### config.mk
export PLATFORM = sky130hd
export DESIGN_NAME = isdu_control
export DESIGN_NICKNAME = d
export VERILOG_FILES = /design/src/rtl/isdu_control.sv
export SDC_FILE = /design/constraint.sdc
export NUM_CORES = 1
export LEC_CHECK = 0
export ABC_AREA = 1
export BUFFER_PORTS_ARGS = -buffer_cell sky130_fd_sc_hd__buf_2
export CAP_MARGIN = 20
export CELL_PAD_IN_SITES_DETAIL_PLACEMENT = 1
export CELL_PAD_IN_SITES_GLOBAL_PLACEMENT = 1
export CORE_MARGIN = 2
export CORE_UTILIZATION = 33
export DETAILED_ROUTE_END_ITERATION = 8
export PLACE_DENSITY_LB_ADDON = 0.3
export SYNTH_ARGS = -nofsm -noshare
export SYNTH_HDL_FRONTEND = slang
export SYNTH_SLANG_ARGS = --single-unit
### constraint.sdc
create_clock -name Clk -period 1.7 [get_ports Clk]
set_clock_uncertainty 0.2 [all_clocks]
set_input_delay 0.34 -clock Clk [delete_from_list [all_inputs] [get_ports Clk]]
set_output_delay 0.34 -clock Clk [all_outputs]
set_load 0.01 [all_outputs]
### src/rtl/isdu_control.sv
// Instruction-sequencing control FSM for the SLC-3 CPU.
// Outputs are registered from the decoded next state so they line up with the state register.
module isdu_control (
  input  logic       Clk,
  input  logic       Reset,
  input  logic       Run,
  input  logic       Continue,
  input  logic [3:0] Opcode,
  input  logic       IR_5,
  input  logic       IR_11,
  input  logic       BEN,
  output logic       LD_MAR,
  output logic       LD_MDR,
  output logic       LD_IR,
  output logic       LD_BEN,
  output logic       LD_CC,
  output logic       LD_REG,
  output logic       LD_PC,
  output logic       LD_LED,
  output logic       GatePC,
  output logic       GateMDR,
  output logic       GateALU,
  output logic       GateMARMUX,
  output logic [1:0] PCMUX,
  output logic [1:0] ADDR2MUX,
  output logic [1:0] ALUK,
  output logic       DRMUX,
  output logic       SR1MUX,
  output logic       SR2MUX,
  output logic       ADDR1MUX,
  output logic       MIO_EN,
  output logic       Mem_CE,
  output logic       Mem_UB,
  output logic       Mem_LB,
  output logic       Mem_OE,
  output logic       Mem_WE
);

  typedef enum logic [4:0] {
    StHalted,
    St18,
    St33_1,
    St33_2,
    St35,
    St32,
    St01,
    St05,
    St09,
    St00,
    St22,
    St12,
    St04,
    St21,
    St20,
    St06,
    St25_1,
    St25_2,
    St27,
    St07,
    St23,
    St16_1,
    St16_2,
    StPauseIr1,
    StPauseIr2
  } state_e;

  state_e r_state;
  state_e w_state_next;

  logic       w_ld_mar, w_ld_mdr, w_ld_ir, w_ld_ben, w_ld_cc, w_ld_reg, w_ld_pc, w_ld_led;
  logic       w_gate_pc, w_gate_mdr, w_gate_alu, w_gate_marmux;
  logic [1:0] w_pcmux, w_addr2mux, w_aluk;
  logic       w_drmux, w_sr1mux, w_sr2mux, w_addr1mux, w_mio_en;
  logic       w_mem_oe, w_mem_we;

  always_comb begin
    w_state_next = r_state;
    unique case (r_state)
      StHalted:   if (Run) w_state_next = St18;
      St18:       w_state_next = St33_1;
      St33_1:     w_state_next = St33_2;
      St33_2:     w_state_next = St35;
      St35:       w_state_next = St32;
      St32: begin
        unique case (Opcode)
          4'b0001: w_state_next = St01;
          4'b0101: w_state_next = St05;
          4'b1001: w_state_next = St09;
          4'b0000: w_state_next = St00;
          4'b1100: w_state_next = St12;
          4'b0100: w_state_next = St04;
          4'b0110: w_state_next = St06;
          4'b0111: w_state_next = St07;
          4'b1101: w_state_next = StPauseIr1;
          default: w_state_next = St18;
        endcase
      end
      St00:       w_state_next = BEN ? St22 : St18;
      St04:       w_state_next = IR_11 ? St21 : St20;
      St06:       w_state_next = St25_1;
      St25_1:     w_state_next = St25_2;
      St25_2:     w_state_next = St27;
      St07:       w_state_next = St23;
      St23:       w_state_next = St16_1;
      St16_1:     w_state_next = St16_2;
      // Two-phase handshake: one instruction per press/release of Continue.
      StPauseIr1: if (Continue) w_state_next = StPauseIr2;
      StPauseIr2: if (!Continue) w_state_next = St18;
      St01, St05, St09, St22, St12, St21, St20, St27, St16_2: w_state_next = St18;
      default:    w_state_next = StHalted;
    endcase
  end

  always_comb begin
    w_ld_mar      = 1'b0;
    w_ld_mdr      = 1'b0;
    w_ld_ir       = 1'b0;
    w_ld_ben      = 1'b0;
    w_ld_cc       = 1'b0;
    w_ld_reg      = 1'b0;
    w_ld_pc       = 1'b0;
    w_ld_led      = 1'b0;
    w_gate_pc     = 1'b0;
    w_gate_mdr    = 1'b0;
    w_gate_alu    = 1'b0;
    w_gate_marmux = 1'b0;
    w_pcmux       = 2'd0;
    w_addr2mux    = 2'd0;
    w_aluk        = 2'd0;
    w_drmux       = 1'b0;
    w_sr1mux      = 1'b0;
    w_sr2mux      = 1'b0;
    w_addr1mux    = 1'b0;
    w_mio_en      = 1'b0;
    w_mem_oe      = 1'b1;
    w_mem_we      = 1'b1;
    unique case (w_state_next)
      St18: begin
        w_gate_pc = 1'b1;
        w_ld_mar  = 1'b1;
        w_pcmux   = 2'd2;
        w_ld_pc   = 1'b1;
      end
      St33_1, St25_1: begin
        w_mem_oe = 1'b0;
        w_mio_en = 1'b1;
      end
      St33_2, St25_2: begin
        w_mem_oe = 1'b0;
        w_mio_en = 1'b1;
        w_ld_mdr = 1'b1;
      end
      St35: begin
        w_gate_mdr = 1'b1;
        w_ld_ir    = 1'b1;
      end
      St32: w_ld_ben = 1'b1;
      St01, St05: begin
        w_sr1mux   = 1'b1;
        w_sr2mux   = ~IR_5;
        w_aluk     = (w_state_next == St05) ? 2'd1 : 2'd0;
        w_gate_alu = 1'b1;
        w_ld_reg   = 1'b1;
        w_ld_cc    = 1'b1;
      end
      St09: begin
        w_sr1mux   = 1'b1;
        w_aluk     = 2'd2;
        w_gate_alu = 1'b1;
        w_ld_reg   = 1'b1;
        w_ld_cc    = 1'b1;
      end
      St22: begin
        w_addr1mux = 1'b1;
        w_addr2mux = 2'd1;
        w_pcmux    = 2'd1;
        w_ld_pc    = 1'b1;
      end
      St12, St20: begin
        w_sr1mux   = 1'b1;
        w_aluk     = 2'd3;
        w_gate_alu = 1'b1;
        w_pcmux    = 2'd0;
        w_ld_pc    = 1'b1;
      end
      St04: begin
        w_gate_pc = 1'b1;
        w_drmux   = 1'b1;
        w_ld_reg  = 1'b1;
      end
      St21: begin
        w_addr1mux = 1'b1;
        w_addr2mux = 2'd0;
        w_pcmux    = 2'd1;
        w_ld_pc    = 1'b1;
      end
      St06, St07: begin
        w_sr1mux      = 1'b1;
        w_addr1mux    = 1'b0;
        w_addr2mux    = 2'd2;
        w_gate_marmux = 1'b1;
        w_ld_mar      = 1'b1;
      end
      St27: begin
        w_gate_mdr = 1'b1;
        w_ld_reg   = 1'b1;
        w_ld_cc    = 1'b1;
      end
      St23: begin
        w_sr1mux   = 1'b0;
        w_aluk     = 2'd3;
        w_gate_alu = 1'b1;
        w_mio_en   = 1'b0;
        w_ld_mdr   = 1'b1;
      end
      St16_1, St16_2: w_mem_we = 1'b0;
      StPauseIr1:     w_ld_led = 1'b1;
      default: ;
    endcase
  end

  always_ff @(posedge Clk) begin
    if (Reset) begin
      r_state    <= StHalted;
      LD_MAR     <= 1'b0;
      LD_MDR     <= 1'b0;
      LD_IR      <= 1'b0;
      LD_BEN     <= 1'b0;
      LD_CC      <= 1'b0;
      LD_REG     <= 1'b0;
      LD_PC      <= 1'b0;
      LD_LED     <= 1'b0;
      GatePC     <= 1'b0;
      GateMDR    <= 1'b0;
      GateALU    <= 1'b0;
      GateMARMUX <= 1'b0;
      PCMUX      <= 2'd0;
      ADDR2MUX   <= 2'd0;
      ALUK       <= 2'd0;
      DRMUX      <= 1'b0;
      SR1MUX     <= 1'b0;
      SR2MUX     <= 1'b0;
      ADDR1MUX   <= 1'b0;
      MIO_EN     <= 1'b0;
      Mem_CE     <= 1'b0;
      Mem_UB     <= 1'b0;
      Mem_LB     <= 1'b0;
      Mem_OE     <= 1'b1;
      Mem_WE     <= 1'b1;
    end else begin
      r_state    <= w_state_next;
      LD_MAR     <= w_ld_mar;
      LD_MDR     <= w_ld_mdr;
      LD_IR      <= w_ld_ir;
      LD_BEN     <= w_ld_ben;
      LD_CC      <= w_ld_cc;
      LD_REG     <= w_ld_reg;
      LD_PC      <= w_ld_pc;
      LD_LED     <= w_ld_led;
      GatePC     <= w_gate_pc;
      GateMDR    <= w_gate_mdr;
      GateALU    <= w_gate_alu;
      GateMARMUX <= w_gate_marmux;
      PCMUX      <= w_pcmux;
      ADDR2MUX   <= w_addr2mux;
      ALUK       <= w_aluk;
      DRMUX      <= w_drmux;
      SR1MUX     <= w_sr1mux;
      SR2MUX     <= w_sr2mux;
      ADDR1MUX   <= w_addr1mux;
      MIO_EN     <= w_mio_en;
      Mem_CE     <= 1'b0;
      Mem_UB     <= 1'b0;
      Mem_LB     <= 1'b0;
      Mem_OE     <= w_mem_oe;
      Mem_WE     <= w_mem_we;
    end
  end

endmodule
After elaboration in Yosys (flattened, before gate mapping) --
Memories as Yosys holds them, arrays and structs flattened. Cells that the tools add are included.
Word-level totals: bits in registers 30, ROM bits 80, bits of input ports 11, logic and storage cells 118, memories kept 1
Operators by class: equality and inequality tests 46, mux-type cells 28, bitwise operators 2, reductions and logical operators 18
Memories:
- (name not given) | depth 16, bits a word 5, read ports 1, clocked after Yosys merged registers in 0, wr ports 0, line 85 | unique case (Opcode)
Operators with widths (number):
- 5-bit == test, second input constant | 17
- 5-bit case mux with 17 select lines | 1
- 5-bit by 4-bit == test with 1-bit output, second input constant | 15
- 5-bit by 3-bit == test with 1-bit output, second input constant | 8
- 5-bit by 2-bit == test with 1-bit output, second input constant | 4
- 1-bit 2-to-1 mux | 19
- 5-bit 2-to-1 mux | 3
- 2-bit OR reduction | 7
- 5-bit by 1-bit == test with 1-bit output, second input constant | 2
- 5-bit OR reduction | 2
- 3-bit OR reduction | 3
- 9-bit OR reduction | 1
- 2-bit case mux with 2 select lines | 2
- 4-bit OR reduction | 2
- 7-bit OR reduction | 1
- 2-bit case mux with 3 select lines | 1
- 6-bit OR reduction | 1
- 5-bit zero test | 1
- 4-bit 2-to-1 mux | 1
- 2-bit 2-to-1 mux | 1
- 1-bit inverter | 2

Depth between registers and ports, before layout --
Gate-level depths: netlist of the first run.
depth in word-level cells 7, depth in mapped cells 15

Worst setup path before layout of the first run --
Ideal clock, no wire load.
kind reg2reg, start point register r_state[4], end point register GateALU, arrival 1.483 ns, path slack -0.110 ns, stages on the path, launching flop included 15, path buffers 1, clock period less this slack 1.810 ns, path through dfxtp_1 > inv_2 > buf_4 > nand3_1 > inv_1 > a21oi_2 > nand2_1 > nor2_1 > nand3_2 > nand2_1 > nor2_2 > nor2_2 > nand2_2 > nor2_1 > nor2_1
On the way: word-level cells in the longest chain between the ends 6, elaborated cells on any way between the ends 38, classes of those cells 30 x eq/ne; 5 x mux; 3 x reduce/logical
RTL lines:
- start: declaration | line 67 | state_e r_state;
- start signal: assignment | line 224 | r_state <= StHalted;
- start signal: assignment | line 251 | r_state <= w_state_next;
- 5-bit by 3-bit == test with 1-bit output (tied with other cells) | line 78 | unique case (r_state)
- 9-bit OR reduction | line 78
- 5-bit case mux with 17 select lines (*) | line 78
- 5-bit by 3-bit == test with 1-bit output (tied with other cells) | line 137 | unique case (w_state_next)
- 6-bit OR reduction (no line) (*)
- 1-bit 2-to-1 mux (*) | line 137
- end signal: assignment | line 262 | GateALU <= w_gate_alu;
- end: declaration | line 22 | output logic GateALU,
Every way passes the cells marked *; elsewhere a longest branch is shown, timed or not. A chain may end at the register's enable or synchronous reset.

Worst setup path after layout of the first run --
start point register r_state[2], end point register ALUK[0]
On the way: word-level cells in the longest chain between the ends 6, elaborated cells on any way between the ends 40, classes of those cells 30 x eq/ne; 6 x mux; 4 x reduce/logical
RTL lines:
- 5-bit by 3-bit == test with 1-bit output (tied with other cells) | line 78
- 9-bit OR reduction | line 78
- 5-bit case mux with 17 select lines (*) | line 78
- 5-bit by 4-bit == test with 1-bit output (tied with other cells) | line 137
- 3-bit OR reduction (no line) (tied with other cells)
- 2-bit case mux with 3 select lines (*) | line 137
- end signal: assignment | line 266 | ALUK <= w_aluk;
- end: declaration | line 26 | output logic [1:0] ALUK,
Marks and branches as above.

==> reports/metrics.csv, run 1 <==
metric;value;unit
run status;finished with violations;
violated checks;setup timing;
cell chosen for the clock root;sky130_fd_sc_hd__clkbuf_8;
post-route worst setup slack;-0.482;ns
total of max-cap violations;0;
total die area;5340;um^2
number of enable flip-flop cells after synthesis;0;
reg2reg start;r_state[2]$_SDFF_PP0_;
net switching power of the design;0.876;mW
logic gate share of total power;37.2;%
number of flip-flops in the largest register;5;
startpoint of the worst hold path;IR_5;
P per Cell Area;896;nW/um^2
FP Rows;25;
leading register cell type out of synthesis;sky130_fd_sc_hd__dfxtp_1;
cell-internal power;1.58;mW
post-synthesis cell count;239;
number of antenna cells inserted;0;
final routed wire length divided by cell count;19.9;um
Slowest-stage cell, CP;sky130_fd_sc_hd__dfxtp_4;
count of final setup violators;24;
commonest cells in the synthesized netlist;sky130_fd_sc_hd__nand2_1 (62), sky130_fd_sc_hd__nor2_1 (32), sky130_fd_sc_hd__dfxtp_1 (29);
library cell appearing most often on the critical path;sky130_fd_sc_hd__nand2_2;
fraction of the yosys area taken by sequential cells;36.9;%
yosys warns;0;
Max Freq;458;MHz
category of the worst setup path capture point;flop;
number of clock buffers inserted by TritonCTS;5;
final slew viol count;0;
relative contribution of the clock network to total power;31.2;%
final standard cell utilization of the core;58.8;%
chain of cells forming the critical path;inv_2, nand2_2, inv_1, nand2_1, nand2_1, nand2_2, nand2_2, nor2_4, nand3_4, nand2_4, nor2_4, nor2_4, nand2_2, nor2_2, nor2_1;
core region area;4660;um^2
overall die height;73.1;um
post-synth top area cell;sky130_fd_sc_hd__dfxtp_1;
combined area of all synthesized cells;1580;um^2
summed negative setup slack over all endpoints;-7.86;ns
average vias per placed instance;5.21;
total leakage power;1.47;nW
cell depth of the worst flop-to-flop path;15;
registers with the highest flip-flop counts;r_state: 5 flops, ADDR2MUX: 2 flops, ALUK: 2 flops;
WS Path Type;reg2reg;
register with the most flip-flops;r_state;
ANT nets after route;0;
Pre-Repair DR Iteration Count;4;
Hold WC Path Type;in2reg;
Final Hold Violating Endpoints;0;
Reg power frac;31.6;%
switching share of total power;35.6;%
Post-Place Cells;361;
vias in the first global route;1985;
signal arrival time at the worst endpoint;2.15;ns
residual overflow from global routing;0;
nets@finish;340;
aggregate routed wire length;7.62;mm
Area Growth Syn to Fin;74.1;%
startpoint type of the worst setup path;flop;
RD Place Congestion;0.843;
hold buffer count at CTS;0;
I/O pin count;39;
period utilisation layout;128;%
Filler Cells Inserted;588;
Critical R2R Capture;ALUK[0]$_SDFF_PP0_;
post-layout minimum cycle time;2.18;ns
clock sinks;29;
GRT Resource Usage Total;24.6;%
DP HPWL;3.98;mm
antenna violations before repair;0;
filler-free cell count of the finished design;384;
required time reported for the critical path endpoint;1.67;ns
clock latency at the later pin of the worst-skew pair;0.29;ns
CTS H-Tree Depth;2;
maximum buffer depth of the clock tree;2;
count of distinct cell types in the synthesized netlist;22;
Synth Register Bits;29;
Buffers on Ports;35;
share of layout cells above drive strength 1;60.0;%
die extent in x;73.1;um
worst hold path endpoint;SR2MUX$_SDFF_PP0_;
Area contributors post-synth;sky130_fd_sc_hd__dfxtp_1 (37%), sky130_fd_sc_hd__nand2_1 (15%), sky130_fd_sc_hd__nand3_1 (7.9%), sky130_fd_sc_hd__nor2_1 (7.6%), sky130_fd_sc_hd__inv_1 (6.7%);
DRC violations left;0;
Clk pin slew, worst setup/hold paths;0.08;ns
depth of the worst hold-timing path;2;
fraction of synthesis flops using an asynchronous set or reset pin;0;%
RSZ-0062 raised after global routing;true;
CTS tree;built;
most frequently used cell type in the post-synthesis netlist;sky130_fd_sc_hd__nand2_1;
crit-path max cell delay;0.38;ns
first-pass GRT wire length;9.86;mm
top cell type's share of synthesized area;36.9;%
Overall Power;2.46;mW
synthesized area per cell;6.59;um^2
R2R setup slack;-0.48;ns
starting utilization of the core area;33.8;%
drt initial violations;84;
pre-CTS WS;-0.399;ns
Crit Path Max Fanout;5;
detailed-route via count;2002;
maximum number of pins on one net before global-route repair;19;
maximum vdd drop;0.579;mV
-- power by group through the flow --
stage | Combinational [mW] | Clock [mW] | Sequential, mW
after floorplan | 0.289 | 0 | 0.797
after global placement | 0.485 | 0 | 0.776
after detailed placement | 0.503 | 0 | 0.778
after CTS | 0.645 | 0.753 | 0.769
after global routing | 0.978 | 0.807 | 0.781
final | 0.914 | 0.766 | 0.778
-- kinds of logic (layout without fill, tap and decap cells) --
family	after synthesis	in the layout	share of synthesized area (%)
DFF	29	29	36.9
buffers and inverters	44	133	11.9
other	1	3	0.238
and+or+nand+nor	153	153	46.5
AOI/OAI and AO/OA	12	12	4.45
-- cell usage in the layout (no fill, tap or decap), drive strengths merged, types with 5 or more instances in the layout --
master	netlist	routed
buf	6	89
nand2	68	68
nor2	45	45
inv	36	36
dfxtp	29	29
nand3	29	29
nand4	8	8
clkbuf	2	7
o21ai	6	6
a21oi	5	5
-- layer usage --
| layer | routed length (um) | vias up | global-route usage, % |
|---|---|---|---|
| li1 | - | 916 | - |
| met1 | 3010 | 988 | 28.8 |
| met2 | 3910 | 74 | 41.7 |
| met3 | 460 | 24 | 6.49 |
| met4 | 238 | 0 | 11.5 |
| met5 | 0 | - | 0 |
-- worst max-delay path by stage --
| stage | from | endpoint | slack, ns | cells after the start |
|---|---|---|---|---|
| 3_3_place_gp | r_state[0]$_SDFF_PP0_ | GateALU$_SDFF_PP0_ | -0.33 | 13 |
| 5_1_grt | r_state[2]$_SDFF_PP0_ | ALUK[0]$_SDFF_PP0_ | -0.58 | 15 |
| 2_1_floorplan | r_state[4]$_SDFF_PP0_ | GateALU$_SDFF_PP0_ | -0.05 | 14 |
| 6_report | r_state[2]$_SDFF_PP0_ | ALUK[0]$_SDFF_PP0_ | -0.48 | 15 |
| 3_5_place_dp | r_state[0]$_SDFF_PP0_ | SR1MUX$_SDFF_PP0_ | -0.40 | 13 |
| 4_1_cts | r_state[0]$_SDFF_PP0_ | ALUK[0]$_SDFF_PP0_ | -0.29 | 13 |
-- worst max-delay path: cells and delay by family (launching register included) --
family	cells	cell delay, ns
buffers and inverters	2	0.15
flip-flops	1	0.38
AND/OR/NAND/NOR	13	1.30
-- per-stage QoR --
| stage | hold WS (ns) | cell area, um^2 |
|---|---|---|
| after floorplan | 0.217 | 1610 |
| after global placement | 0.304 | 2090 |
| after detailed placement | 0.310 | 2090 |
| after CTS | 0.0108 | 2420 |
| after global routing | 0.00900 | 2740 |
| final | 0.0247 | 2740 |
-- area by class of cell --
| type | count | area [um^2] | share of cell area, % |
|---|---|---|---|
| clock buffers | 7 | 86.3 | 3.15 |
| clock inverters | 1 | 30.0 | 1.09 |
| inverters | 36 | 148 | 5.38 |
| multi-input cells | 168 | 1180 | 43.1 |
| flip-flops and latches | 29 | 599 | 21.9 |
| well taps | 54 | 67.6 | 2.46 |
| repair buffers | 89 | 629 | 22.9 |
-- repair_timing --
item	in CTS	in global routing
gates resized for setup	50	64
setup buffers	6	10
pin swaps	11	28
endpoints found under the setup margin	19	24
Power figures use the tool's default switching activity.
==> run 2: changes to the inputs <==
--- a/config.mk
+++ b/config.mk
@@ -13,6 +13,7 @@
 export CORE_MARGIN = 2
 export CORE_UTILIZATION = 33
 export DETAILED_ROUTE_END_ITERATION = 8
+export MAX_ROUTING_LAYER = met4
 export PLACE_DENSITY_LB_ADDON = 0.3
 export SYNTH_ARGS = -nofsm -noshare
 export SYNTH_HDL_FRONTEND = slang
==> constraint.sdc (replaced) <==
create_clock -name Clk -period 1.7 [get_ports Clk]
set_clock_uncertainty 0.2 [all_clocks]
set_input_delay 0.255 -clock Clk [delete_from_list [all_inputs] [get_ports Clk]]
set_output_delay 0.255 -clock Clk [all_outputs]
set_load 0.01 [all_outputs]
==> run 2 against run 1 <==
The run still ends with setup timing left. First-iteration DRC count shrank 8.3%. Design area grew 0.73%. Total power shrank 7.0%. Critical endpoint is now LD_PC$_SDFF_PP0_. Sequential power grew 0.8%. Worst hold slack gained 0.047 ns. Maximum frequency grew 0.95%. Largest cell class unchanged. Sequential cell count is the same. Utilization grew 0.43 points. Sequential share of layout area shrank 0.16 points. Wire length grew 1.7%. Global-route usage grew 1.4 points. Clock power shrank 23%.
==> reports/metrics.csv, run 2 (synthesis gave the netlist of run 1 again) <==
metric;value;unit;change
Hold WC Path Type;in2reg;;
register with the most flip-flops;r_state;;
number of flip-flops in the largest register;5;;unchanged
run status;finished with violations;;
period utilisation layout;127;%;-1.2 points
drt initial violations;77;;-8.3%
leading cell type in the layout, fill and taps excluded;sky130_fd_sc_hd__buf_4;;
aggregate routed wire length;7.75;mm;+1.7%
Area Growth Syn to Fin;75.4;%;
Buffers on Ports;35;;unchanged
startpoint type of the worst setup path;flop;;
net switching power of the design;0.857;mW;-2.1%
signal arrival time at the worst endpoint;2.18;ns;+0.03 ns
I/O pin count;39;;unchanged
GRT Resource Usage Total;26.0;%;+1.4 points
WS Path Type;reg2reg;;
overall die height;73.1;um;unchanged
post-layout minimum cycle time;2.16;ns;-0.0204 ns
ANT nets after route;0;;unchanged
Pre-Repair DR Iteration Count;4;;unchanged
FP Rows;25;;unchanged
RD Place Congestion;0.860;;+2.1%
residual overflow from global routing;0;;unchanged
maximum number of pins on one net before global-route repair;14;;-5
DP HPWL;3.98;mm;about the same
placed cell areas;2080;um^2;-0.24%
Slowest-stage cell, CP;sky130_fd_sc_hd__dfxtp_4;;
average vias per placed instance;5.26;;+0.94%
logic gate share of total power;40.0;%;+2.8 points
R2R setup slack;-0.46;ns;+0.02 ns
category of the worst setup path capture point;flop;;
crit-path max cell delay;0.40;ns;+0.02 ns
cell depth of the worst flop-to-flop path;15;;unchanged
count of final setup violators;21;;-13%
antenna violations before repair;0;;unchanged
relative contribution of the clock network to total power;25.7;%;-5.5 points
core region area;4660;um^2;unchanged
maximum vdd drop;0.399;mV;-31%
Final Hold Violating Endpoints;0;;unchanged
starting utilization of the core area;33.8;%;unchanged
total die area;5340;um^2;unchanged
switching share of total power;37.5;%;+1.8 points
Overall Power;2.29;mW;-7.0%
clock latency at the later pin of the worst-skew pair;0.29;ns;about the same
total leakage power;1.47;nW;-0.38%
Max Freq;463;MHz;+0.95%
RSZ-0062 raised after global routing;true;;
cell-internal power;1.43;mW;-9.6%
registers with the highest flip-flop counts;r_state: 5 flops, ADDR2MUX: 2 flops, ALUK: 2 flops;;
library cell appearing most often on the critical path;sky130_fd_sc_hd__nand2_2;;
required time reported for the critical path endpoint;1.72;ns;+0.05 ns
Reg power frac;34.3;%;+2.7 points
die extent in x;73.1;um;unchanged
first-pass GRT wire length;10.0;mm;+1.5%
CTS H-Tree Depth;2;;unchanged
number of antenna cells inserted;0;;unchanged
cell chosen for the clock root;sky130_fd_sc_hd__clkbuf_8;;
number of clock buffers inserted by TritonCTS;5;;unchanged
chain of cells forming the critical path;buf_6, nand2_4, inv_4, nand2_2, nand2_2, nor2_4, nand4_4, buf_12, nor2_4, nand3_2, nor2_2, nand2_2, inv_2, nor2_1, nand2_1;;
vias in the first global route;2067;;+4.1%
clock sinks;29;;unchanged
nets@finish;338;;-0.59%
Clk pin slew, worst setup/hold paths;0.07;ns;about the same
CTS tree;built;;
final slew viol count;0;;unchanged
P per Cell Area;828;nW/um^2;-7.6%
maximum buffer depth of the clock tree;2;;unchanged
total of max-cap violations;0;;unchanged
depth of the worst hold-timing path;2;;unchanged
Non-Filler Cell Area, Final;2760;um^2;+0.73%
violated checks;setup timing;;
post-route worst setup slack;-0.461;ns;+0.0204 ns
Crit Path Max Fanout;6;;+1
Filler Cells Inserted;584;;-0.68%
DRC violations left;0;;unchanged
share of layout cells above drive strength 1;61.8;%;+1.8 points
final routed wire length divided by cell count;20.3;um;+2.5%
detailed-route via count;2005;;+0.15%
commonest cells after routing, fill and taps aside;sky130_fd_sc_hd__buf_4 (39), sky130_fd_sc_hd__nand2_1 (35), sky130_fd_sc_hd__buf_2 (35);;
-- run 2: changes by cell type in the layout (fill, tap and decap cells not counted), sizes merged --
cell,change
bufinv,-1
dlygate4sd3,+1
buf,-3
-- run 2: worst max-delay path: cells and delay by family, from the launching register on --
kind / cells / cell delay [ns]
and+or+nand+nor: 11 / 1.04
buffers and inverters: 4 / 0.42
DFF: 1 / 0.40
-- run 2: final cells by class --
cell class	instances	area (um^2)	share of cell area, %
clock buffer	7	86.3	3.12
inverter	36	155	5.62
multi-input combinational	168	1210	44.0
sequential	29	599	21.7
tap	54	67.6	2.45
timing repair buffer	87	639	23.1
-- run 2: power groups by stage --
stage / Combinational, mW / Clock, mW / Sequential [mW]
floorplan: 0.289 / 0 / 0.797
global placement: 0.503 / 0 / 0.778
detailed placement: 0.517 / 0 / 0.782
CTS: 0.633 / 0.580 / 0.773
global route: 0.967 / 0.615 / 0.784
finish: 0.915 / 0.588 / 0.784
-- run 2: what timing repair did --
| item | 4_1_cts | 5_1_grt |
|---|---|---|
| setup buffers | 5 | 12 |
| hold buffers | 1 | 0 |
| gates resized for setup | 53 | 70 |
| endpoints found under the setup margin | 19 | 24 |
| hold endpoints to repair | 1 | 0 |
| pin swaps | 14 | 27 |
-- run 2: through the flow --
step	worst slack [ns]	setup TNS [ns]	hold slack [ns]	util [%]	std cells
2_1_floorplan	-0.0513	-0.195	0.132	-	241
3_3_place_gp	-0.409	-5.32	0.218	44.7	357
3_5_place_dp	-0.413	-5.96	0.223	44.7	357
4_1_cts	-0.290	-4.11	0.0471	51.4	370
5_1_grt	-0.540	-8.25	0.0813	59.3	381
6_report	-0.461	-6.52	0.0722	59.3	381
-- run 2: layer usage --
metal,wire length (um),vias to the layer above,global-route usage (%)
met1,3060,984,26.9
met3,364,28,6.91
met2,4090,78,45.4
met4,241,0,12.3
li1,-,915,-
met5,0,-,-
-- run 2: path summary, 6_finish.rpt --
check                                           end                   from
worst min-delay path            ADDR1MUX$_SDFF_PP0_                  Reset
worst max-delay path               LD_PC$_SDFF_PP0_  r_state[0]$_SDFF_PP0_
worst max register to register     LD_PC$_SDFF_PP0_  r_state[0]$_SDFF_PP0_
worst min register to register   GateMDR$_SDFF_PP0_  r_state[4]$_SDFF_PP0_
==> run 3: changes to the inputs <==
--- a/config.mk
+++ b/config.mk
@@ -8,10 +8,10 @@
 export ABC_AREA = 1
 export BUFFER_PORTS_ARGS = -buffer_cell sky130_fd_sc_hd__buf_2
 export CAP_MARGIN = 20
-export CELL_PAD_IN_SITES_DETAIL_PLACEMENT = 1
-export CELL_PAD_IN_SITES_GLOBAL_PLACEMENT = 1
+export CELL_PAD_IN_SITES_DETAIL_PLACEMENT = 2
+export CELL_PAD_IN_SITES_GLOBAL_PLACEMENT = 2
 export CORE_MARGIN = 2
-export CORE_UTILIZATION = 33
+export CORE_UTILIZATION = 25
 export DETAILED_ROUTE_END_ITERATION = 8
 export MAX_ROUTING_LAYER = met4
 export PLACE_DENSITY_LB_ADDON = 0.3
==> run 3 against run 2 <==
Critical endpoint is now SR1MUX$_SDFF_PP0_. Global-route usage fell by 3.6 points. Critical path type unchanged. Utilization fell by 15 points. Clock-buffer cell count stayed put. The flow still finishes with violations (setup timing). Via count is 3.7% lower.
==> reports/metrics.csv, run 3 (synthesis gave the netlist of run 1 again) <==
metric;value;unit;change
run status;finished with violations;;
violated checks;setup timing;;
final standard cell utilization of the core;44.4;%;-15 points
count of final setup violators;23;;+9.5%
placed cell areas;2100;um^2;+0.78%
first-pass GRT wire length;11.7;mm;+17%
signal arrival time at the worst endpoint;2.16;ns;-0.02 ns
net switching power of the design;0.834;mW;-2.8%
Slowest-stage cell, CP;sky130_fd_sc_hd__dfxtp_4;;
die extent in x;83.4;um;+14%
startpoint type of the worst setup path;flop;;
WS Path Type;reg2reg;;
Buffers on Ports;35;;unchanged
total of max-cap violations;0;;unchanged
startpoint of the worst hold path;Reset;;
area used by multi-input combinational logic;1150;um^2;-5.6%
DRC violations left;0;;unchanged
aggregate routed wire length;8.09;mm;+4.3%
final routed wire length divided by cell count;20.2;um;-0.61%
total leakage power;1.43;nW;-2.1%
maximum number of pins on one net before global-route repair;19;;+5
residual overflow from global routing;0;;unchanged
starting utilization of the core area;26.3;%;-7.5 points
Hold WC Path Type;in2reg;;
crit-path max cell delay;0.41;ns;about the same
final slew viol count;0;;unchanged
number of clock buffers inserted by TritonCTS;5;;unchanged
logic depth of the worst setup path including buffers;12;;-3
cell depth of the worst flop-to-flop path;12;;-3
I/O pin count;39;;unchanged
cell type group with the largest total delay on the critical path;simple AND/OR/NAND/NOR gates;;
CP bufs+invs;2;;-2
GRT Resource Usage Total;22.4;%;-3.6 points
number of antenna cells inserted;0;;unchanged
Overall Power;2.33;mW;+2.1%
P per Cell Area;877;nW/um^2;+6.0%
reg2reg start;r_state[2]$_SDFF_PP0_;;
Critical R2R Capture;SR1MUX$_SDFF_PP0_;;
Area Growth Syn to Fin;68.9;%;
cell chosen for the clock root;sky130_fd_sc_hd__clkbuf_8;;
Reg power frac;33.5;%;-0.8 points
summed negative setup slack over all endpoints;-7.34;ns;-0.813 ns
vias in the first global route;2113;;+2.2%
clock latency at the later pin of the worst-skew pair;0.30;ns;about the same
detailed-route via count;1930;;-3.7%
commonest cells after routing, fill and taps aside;sky130_fd_sc_hd__buf_4 (45), sky130_fd_sc_hd__buf_2 (35), sky130_fd_sc_hd__nand2_1 (29);;
cell-internal power;1.50;mW;+5.0%
maximum buffer depth of the clock tree;2;;unchanged
Max Freq;468;MHz;+1.1%
start point of the critical path;r_state[2]$_SDFF_PP0_;;
DP HPWL;4.75;mm;+19%
number of flip-flops in the largest register;5;;unchanged
registers with the highest flip-flop counts;r_state: 5 flops, ADDR2MUX: 2 flops, ALUK: 2 flops;;
register with the most flip-flops;r_state;;
post-route worst setup slack;-0.437;ns;+0.0239 ns
period utilisation layout;126;%;-1.4 points
share of layout cells above drive strength 1;60.0;%;-1.8 points
clock sinks;29;;unchanged
required time reported for the critical path endpoint;1.72;ns;about the same
logic gate share of total power;33.7;%;-6.3 points
termination of the worst setup path;SR1MUX$_SDFF_PP0_;;
RSZ-0062 raised after global routing;true;;
RD Place Congestion;0.824;;-4.1%
chain of cells forming the critical path;buf_4, nand2_1, nor2_4, nand3_1, nand4_1, buf_4, nand3_2, nand2_2, nand2_4, nand2_2, nor2_2, nor2_2;;
switching share of total power;35.7;%;-1.8 points
ANT nets after route;0;;unchanged
Crit Path Max Fanout;5;;-1
Filler Cells Inserted;702;;+20%
CTS H-Tree Depth;2;;unchanged
overall die height;83.4;um;+14%
nets@finish;335;;-0.89%
Final Hold Violating Endpoints;0;;unchanged
post-layout minimum cycle time;2.14;ns;-0.0239 ns
relative contribution of the clock network to total power;32.8;%;+7.1 points
Pre-Repair DR Iteration Count;4;;unchanged
category of the worst setup path capture point;flop;;
Sequential Area;599;um^2;unchanged
Worst Hold Margin;0.217;ns;+0.145 ns
Clk pin slew, worst setup/hold paths;0.07;ns;about the same
CTS tree;built;;
antenna violations before repair;0;;unchanged
leading cell type in the layout, fill and taps excluded;sky130_fd_sc_hd__buf_4;;
core region area;5990;um^2;+29%
FP Rows;28;;+12%
Non-Filler Cell Area, Final;2660;um^2;-3.7%
drt initial violations;64;;-17%
R2R setup slack;-0.44;ns;+0.02 ns
total die area;6950;um^2;+30%
maximum vdd drop;0.750;mV;+88%
average vias per placed instance;4.83;;-8.3%
-- run 3: cell count changes in the layout (fill, tap and decap cells not counted), moves of 3 or more --
cell                      change
sky130_fd_sc_hd__inv_1        +4
sky130_fd_sc_hd__buf_4        +6
sky130_fd_sc_hd__buf_6        -6
sky130_fd_sc_hd__nand2_1      -6
sky130_fd_sc_hd__nand3_2      -4
sky130_fd_sc_hd__buf_12       -3
sky130_fd_sc_hd__nand3_1      +6
sky130_fd_sc_hd__nand2_2      +9
sky130_fd_sc_hd__nand2_4      -3
-- run 3: power groups by stage --
stage,Clock [mW],Sequential (mW),Combinational [mW]
after floorplan,0,0.797,0.289
after global placement,0,0.778,0.487
after detailed placement,0,0.782,0.511
after CTS,0.765,0.773,0.648
after global routing,0.824,0.786,0.837
final,0.767,0.781,0.787
-- run 3: worst min path at each step --
stage          slack (ns)               endpoint  cells after the start
3_3_place_gp         0.22      SR2MUX$_SDFF_PP0_                      2
5_1_grt              0.21      Mem_WE$_SDFF_PP1_                      3
2_1_floorplan        0.13      SR2MUX$_SDFF_PP0_                      1
6_report             0.22  r_state[3]$_SDFF_PP0_                      3
4_1_cts              0.17      Mem_WE$_SDFF_PP1_                      3
3_5_place_dp         0.22      SR2MUX$_SDFF_PP0_                      2
-- run 3: per-layer routing --
metal	track usage, %	wire length, um
met5	-	0
met3	4.87	323
met2	40.1	4430
met4	7.45	194
met1	24.6	3150
-- run 3: final cells by class --
cell class                 count  area share (%)
clock inverter                 1            1.13
tap                           75            3.53
inverter                      36            5.55
multi-input combinational    168            43.1
clock buffer                   7            3.24
timing repair buffer          84            20.9
sequential                    29            22.5
-- run 3: timing repair --
item / in CTS / in global routing
hold endpoints to repair: 1 / 0
setup endpoints to repair: 21 / 23
resized for setup: 60 / 43
hold buffers: 1 / 0
pin swaps: 24 / 28
buffers inserted: 5 / 6
-- run 3: stage by stage --
step / cells / setup slack, ns
6_report: 400 / -0.437
5_1_grt: 400 / -0.523
4_1_cts: 394 / -0.352
3_5_place_dp: 380 / -0.447
3_3_place_gp: 380 / -0.401
2_1_floorplan: 241 / -0.0513
-- run 3: worst min-delay path, stage by stage --
cell and delay (ns):
sky130_fd_sc_hd__buf_2 0.09, sky130_fd_sc_hd__buf_4 0.26, sky130_fd_sc_hd__a21oi_1 0.06
